$ cat src/rtl/spm_loader_pkg.sv
// Shared definitions for the SPM program loader.
package spm_loader_pkg;

  localparam int unsigned SpmAddrW = 12;
  localparam int unsigned SpmDepth = 1 << SpmAddrW;

  // SPM bus encodings: the address strobe is active-low.
  localparam logic SpmEnableN  = 1'b0;
  localparam logic SpmDisableN = 1'b1;
  localparam logic SpmRead     = 1'b1;
  localparam logic SpmWrite    = 1'b0;

  typedef enum logic [2:0] {
    LdIdle   = 3'd0,
    LdRecv   = 3'd1,
    LdWr     = 3'd2,
    LdVerify = 3'd3,
    LdCheck  = 3'd4,
    LdFin    = 3'd5
  } ld_state_e;

  // States in which the loader drives a strobed SPM access.
  function automatic logic is_bus_state(ld_state_e s);
    return (s == LdWr) || (s == LdVerify);
  endfunction

endpackage

$ cat src/rtl/spm_loader_packer.sv
// Little-endian byte-to-word packer: byte index, shift buffer, word-complete flag.
module byte_packer (
  input  logic        clk_i,
  input  logic        reset_i,
  input  logic        clear_i,
  input  logic [7:0]  data_i,
  input  logic        valid_i,
  output logic [31:0] word_o,
  output logic        complete_o
);

  logic [1:0]  idx_q, idx_d;
  logic [31:0] word_q, word_d;

  // Merge an accepted byte into its lane; word_o includes the byte being accepted now.
  always_comb begin
    idx_d  = idx_q;
    word_d = word_q;
    if (clear_i) begin
      idx_d  = '0;
      word_d = '0;
    end else if (valid_i) begin
      idx_d                        = idx_q + 2'd1;
      word_d[{idx_q, 3'b000} +: 8] = data_i;
    end
  end

  assign word_o     = word_d;
  assign complete_o = valid_i && !clear_i && (idx_q == 2'd3);

  // Byte index and buffer registers.
  always_ff @(posedge clk_i) begin
    if (reset_i) begin
      idx_q  <= '0;
      word_q <= '0;
    end else begin
      idx_q  <= idx_d;
      word_q <= word_d;
    end
  end

endmodule

$ cat src/rtl/spm_loader.sv
// Bulk loader: packs a byte stream into SPM words, then reads them back and checks a sum.
import spm_loader_pkg::*;

module spm_loader #(
  parameter int unsigned ADDR_W = SpmAddrW,
  parameter int unsigned CNT_W  = 13
) (
  input  logic              clk,
  input  logic              reset,
  input  logic              start,
  input  logic [ADDR_W-1:0] base_addr,
  input  logic [CNT_W-1:0]  word_cnt,
  input  logic [7:0]        rx_data,
  input  logic              rx_valid,
  output logic              rx_ready,
  output logic [ADDR_W-1:0] ld_spm_addr,
  output logic              ld_spm_as_,
  output logic              ld_spm_rw,
  output logic [31:0]       ld_spm_wr_data,
  input  logic [31:0]       ld_spm_rd_data,
  output logic              busy,
  output logic              done,
  output logic              error
);

  ld_state_e         state_q, state_d;
  logic [ADDR_W-1:0] ptr_q, ptr_d, base_q, base_d;
  logic [CNT_W-1:0]  total_q, total_d, remain_q, remain_d;
  logic [31:0]       wr_sum_q, wr_sum_d, rd_sum_q, rd_sum_d;
  logic              rd_pend_q, rd_pend_d;
  logic              error_q, error_d;

  // Output registers, loaded from next-state values so they line up with the state.
  logic              ready_q, ready_d, as_q, as_d, rw_q, rw_d;
  logic [ADDR_W-1:0] addr_q, addr_d;
  logic [31:0]       wdata_q, wdata_d;
  logic              busy_q, busy_d, done_q, done_d;

  logic              accept;
  logic              hs;
  logic [31:0]       pk_word;
  logic              pk_complete;

  assign accept = (state_q == LdIdle) && start;
  assign hs     = rx_valid && ready_q;

  byte_packer u_packer (
    .clk_i      (clk),
    .reset_i    (reset),
    .clear_i    (accept),
    .data_i     (rx_data),
    .valid_i    (hs),
    .word_o     (pk_word),
    .complete_o (pk_complete)
  );

  // Next-state, pointer, counters and checksums.
  always_comb begin
    state_d   = state_q;
    ptr_d     = ptr_q;
    base_d    = base_q;
    total_d   = total_q;
    remain_d  = remain_q;
    wr_sum_d  = wr_sum_q;
    rd_sum_d  = rd_sum_q;
    rd_pend_d = 1'b0;
    error_d   = error_q;
    unique case (state_q)
      LdIdle: begin
        if (start) begin
          base_d   = base_addr;
          ptr_d    = base_addr;
          total_d  = word_cnt;
          remain_d = word_cnt;
          wr_sum_d = '0;
          rd_sum_d = '0;
          error_d  = 1'b0;
          state_d  = (word_cnt == '0) ? LdFin : LdRecv;
        end
      end
      LdRecv: begin
        if (pk_complete) state_d = LdWr;
      end
      LdWr: begin
        wr_sum_d = wr_sum_q + wdata_q;
        if (remain_q == CNT_W'(1)) begin
          ptr_d    = base_q;
          remain_d = total_q;
          state_d  = LdVerify;
        end else begin
          ptr_d    = ptr_q + ADDR_W'(1);
          remain_d = remain_q - CNT_W'(1);
          state_d  = LdRecv;
        end
      end
      LdVerify: begin
        // Read data trails its address by one cycle, so the first cycle has nothing to add.
        ptr_d     = ptr_q + ADDR_W'(1);
        remain_d  = remain_q - CNT_W'(1);
        rd_pend_d = 1'b1;
        if (rd_pend_q) rd_sum_d = rd_sum_q + ld_spm_rd_data;
        if (remain_q == CNT_W'(1)) state_d = LdCheck;
      end
      LdCheck: begin
        rd_sum_d = rd_sum_q + ld_spm_rd_data;
        error_d  = (rd_sum_d != wr_sum_q);
        state_d  = LdFin;
      end
      LdFin: begin
        state_d = LdIdle;
      end
      default: state_d = LdIdle;
    endcase
  end

  // Bus and status outputs for the cycle the next state will occupy.
  always_comb begin
    ready_d = (state_d == LdRecv);
    as_d    = is_bus_state(state_d) ? SpmEnableN : SpmDisableN;
    rw_d    = (state_d == LdWr) ? SpmWrite : SpmRead;
    addr_d  = is_bus_state(state_d) ? ptr_d : '0;
    wdata_d = (state_d == LdWr) ? pk_word : '0;
    busy_d  = (state_d != LdIdle) && (state_d != LdFin);
    done_d  = (state_d == LdFin);
  end

  // State and output registers.
  always_ff @(posedge clk) begin
    if (reset) begin
      state_q   <= LdIdle;
      ptr_q     <= '0;
      base_q    <= '0;
      total_q   <= '0;
      remain_q  <= '0;
      wr_sum_q  <= '0;
      rd_sum_q  <= '0;
      rd_pend_q <= 1'b0;
      error_q   <= 1'b0;
      ready_q   <= 1'b0;
      as_q      <= SpmDisableN;
      rw_q      <= SpmRead;
      addr_q    <= '0;
      wdata_q   <= '0;
      busy_q    <= 1'b0;
      done_q    <= 1'b0;
    end else begin
      state_q   <= state_d;
      ptr_q     <= ptr_d;
      base_q    <= base_d;
      total_q   <= total_d;
      remain_q  <= remain_d;
      wr_sum_q  <= wr_sum_d;
      rd_sum_q  <= rd_sum_d;
      rd_pend_q <= rd_pend_d;
      error_q   <= error_d;
      ready_q   <= ready_d;
      as_q      <= as_d;
      rw_q      <= rw_d;
      addr_q    <= addr_d;
      wdata_q   <= wdata_d;
      busy_q    <= busy_d;
      done_q    <= done_d;
    end
  end

  assign rx_ready       = ready_q;
  assign ld_spm_as_     = as_q;
  assign ld_spm_rw      = rw_q;
  assign ld_spm_addr    = addr_q;
  assign ld_spm_wr_data = wdata_q;
  assign busy           = busy_q;
  assign done           = done_q;
  assign error          = error_q;

endmodule

$ cat config.mk
export PLATFORM = sky130hd
export DESIGN_NAME = spm_loader
export DESIGN_NICKNAME = d
export VERILOG_FILES = /design/src/rtl/spm_loader_pkg.sv /design/src/rtl/spm_loader_packer.sv /design/src/rtl/spm_loader.sv
export SDC_FILE = /design/constraint.sdc
export NUM_CORES = 1
export LEC_CHECK = 0
export CAP_MARGIN = 5
export CORE_MARGIN = 2
export CORE_UTILIZATION = 35
export DETAILED_ROUTE_END_ITERATION = 12
export SETUP_SLACK_MARGIN = 0.02
export SYNTH_ARGS = -nofsm -noshare
export SYNTH_HDL_FRONTEND = slang
export SYNTH_HIERARCHICAL = 1
export SYNTH_SLANG_ARGS = --single-unit
$ cat constraint.sdc
create_clock -name clk -period 7.7 [get_ports clk]
set_clock_uncertainty 0.05 [all_clocks]
set_input_delay 1.155 -clock clk [delete_from_list [all_inputs] [get_ports clk]]
set_output_delay 1.155 -clock clk [all_outputs]
set_load 0.02 [all_outputs]
==> flow_metrics.tcl <==
set metrics [dict create \
    mostFrequentLayoutCells "202 x dfxtp_1, 183 x nor2_1, 137 x nand2_1, 130 x a21oi_1, 117 x clkdlybuf4s50_1" \
    holdPathStages 2 \
    synth.ff_latch_count 202 \
    cts_setup_buffers 0 \
    drc 0 \
    synth_xor_area_frac 0.06502 \
    root_buffer "clkbuf_16" \
    slew_headroom 0.1988 \
    synth_cells 1489 \
    required_ns 8.02 \
    worstReg2RegEnd "u_packer/idx_q[0]$_SDFFE_PP0P_" \
    final_common_cell "dfxtp_1" \
    status "complete, no violations" \
    leakage_nw 5.903 \
    grt_max_degree 97 \
    yosysWarningCount 6 \
    track_usage 0.1966 \
    startpoint_type "primary input" \
    fillers 3432 \
    crit_path_max_fanout 5 \
    crit_type "primary input to flip-flop" \
    via_count 11301 \
    wl_per_cell_um 17.97 \
    std_cell_rows 68 \
    clk_latency_ns 0.55 \
    final_layout_size_suffix_gt1_frac 0.06460 \
    cts.path.max_buffers 3 \
    ios 119 \
    r2r_setup_slack_ns 3.87 \
    ys.flop_type "dfxtp_1" \
    grt_pass1_vias 10668 \
    antenna_found_initial 0 \
    reg2reg_depth 8 \
    synth_top_family_by_area "compound AO/OA/AOI/OAI gates" \
    synth_nets 1630 \
    dieWidth_um 190.8 \
    ant_nets 0 \
    worst_slew_pin_slew_ns 1.202 \
    hold_path_class "flip-flop to flip-flop" \
    synth_compound_area_frac 0.2423 \
    postCtsResizedCells 0 \
    overflow 0 \
    synthToLayoutAreaGrowth_pct 19.18 \
    final_hold_viol_count 0 \
    post-place-ws_ns 2.632 \
    worst_hold_path.endpoint "base_q[8]$_SDFFE_PP0P_" \
    maxSlewViolCount 0 \
    fmax_mhz 219.5 \
    rsz0062_at_grt "no" \
    setup_tns_ns 0 \
    start_util 0.3546 \
    portBuffers 118 \
    synth-simple-area-share 0.2347 \
    drt-total-wl_um 36550 \
    endpoint_kind "flip-flop" \
    synth.avg_cell_area_um2 8.206 \
    synth_mux_area_frac 0.009318 \
    die-area_um2 36420 \
    cap_violations 0 \
    min_period_ns 4.556 \
    nNetsFinal 1701 \
    cts.sinks 202 \
    fin_cells 2034 \
    fin_crit_sh 0.5916 \
    totalPowerFinal_mw 2.623 \
    n_antenna_cell 0 \
    synth-async-reset-ratio 0 \
    numCtsBuffers 25 \
    ir_drop_mv 0.1334 \
    r2r-start "state_q[0]$_SDFF_PP0_" \
    placed_cells 1988 \
    setup_ws_ns 3.144 \
    die_h_um 190.8 \
    synth_area_um2 12220 \
    via_per_inst 5.556 \
    place.gp.congestion 0.8927 \
    htreeDepth 1 \
    core_um2 34460 \
    cp.arrival_ns 4.88 \
    p_per_area_nw_per_um2 180.1 \
    seq_area_frac_synth 0.3309 \
    drtIter0Drc 910 \
    clk_pin_slew_ns 0.06 \
    cts_hold_buf 0 \
    synth_cell_type_count 103 \
    grt_pass1_wl_um 58040 \
    synth_adder_area_share 0.07495 \
    first_pass_iters 6 \
    post-dp-hpwl_um 26190 \
    synth-edff-count 0 \
    setup_violations 0 \
    min_from "base_q[8]$_SDFFE_PP0P_" \
    cts_tree "yes" \
]
critical path: stages:
cell	delay (ns)
clkdlybuf4s50_1	0.46
ha_1	0.28
inv_1	0.08
fa_1	0.40
and2b_1	0.28
o221ai_4	0.17
a211o_1	0.37
a2111oi_4	0.45
o221a_4	0.29
o41ai_4	0.07
xnor3_1	0.18
or3_1	0.38
nor4_1	0.26
nor3_1	0.06
routing by layer:
layer / part of all wire / GRT usage
met5: 0 / 0
met4: 0.020 / 0.04562
met3: 0.058 / 0.03073
met2: 0.44 / 0.3011
met1: 0.49 / 0.2872
logic make-up after synthesis:
family                   count (synthesis)
AO/OA/AOI/OAI                          420
AND/OR/NAND/NOR                        586
multiplexers                            11
adder cells (fa/ha/maj)                 72
buffers and inverters                  118
flip-flops                             202
XOR/XNOR                                80
stage by stage:
step / instance area, µm² / hold slack, ns / utilization
finish: 14560 / 0.4044 / 0.4226
global route: 14560 / 0.4231 / 0.4226
CTS: 14560 / 0.4060 / 0.4226
detailed placement: 13650 / 0.3983 / 0.3960
global placement: 13650 / 0.3908 / 0.3960
floorplan: 12220 / 0.3842 / -
where the power goes:
group | internal, mW | switching [mW]
sequential | 1.06 | 0.0165
combinational | 0.0963 | 0.141
clock | 0.816 | 0.489
layout make-up:
| type | instances | area, µm² | share of cell area |
|---|---|---|---|
| sequential | 202 | 4044 | 0.2777 |
| inverter | 34 | 127.6 | 0.008764 |
| clock inverter | 12 | 206.4 | 0.01418 |
| timing repair buffer | 128 | 1254 | 0.08609 |
| multi-input combinational | 1169 | 7652 | 0.5255 |
| tap | 455 | 569.3 | 0.03909 |
| clock buffer | 34 | 709.4 | 0.04872 |
registers in the layout (all words and copies together) (netlist names), 12 cells and up:
name and count:
base_q 12, ld_spm_addr 12, ld_spm_wr_data 32, ptr_q 12
rd_sum_q 32, remain_q 13, total_q 13, u_packer/word_q 32
wr_sum_q 32
worst max path at each step:
stage / cells past startpoint / start / end
6_report: 14 / ld_spm_rd_data[0] / error$_SDFFE_PP0P_
5_1_grt: 14 / ld_spm_rd_data[0] / error$_SDFFE_PP0P_
3_3_place_gp: 14 / ld_spm_rd_data[0] / error$_SDFFE_PP0P_
4_1_cts: 14 / ld_spm_rd_data[0] / error$_SDFFE_PP0P_
2_1_floorplan: 13 / ld_spm_rd_data[0] / error$_SDFFE_PP0P_
3_5_place_dp: 14 / ld_spm_rd_data[0] / error$_SDFFE_PP0P_
cell usage after synthesis, types with 6 or more instances:
cell         n  share of area
nand3_1     48          0.020
nor3_1      29          0.012
mux2i_1      8         0.0066
a32oi_1     15          0.011
nand2_1    137          0.042
nor4_1      14         0.0072
o21bai_1    11         0.0068
or2_2        8         0.0041
inv_1       32         0.0098
a21o_1      29          0.018
a211oi_1    17          0.010
nor2_1     183          0.056
xor2_1      25          0.018
buf_1        7         0.0022
o21ai_0     43          0.018
dfxtp_1    202           0.33
nor2b_1      9         0.0046
nor3b_1      6         0.0037
o21ai_1      6         0.0025
a21oi_1    130          0.053
a2111oi_0   11         0.0079
a221oi_1    13         0.0093
and2_1      20          0.010
clkbuf_1    56          0.017
xnor2_1     48          0.034
o21a_1      12         0.0074
buf_2       11         0.0045
a31oi_1      9         0.0046
and3_1      67          0.034
nand4_1     13         0.0067
ha_1        70          0.072
a22oi_1     52          0.032
or3_1       14         0.0072
(Power assumes the default switching activity.)
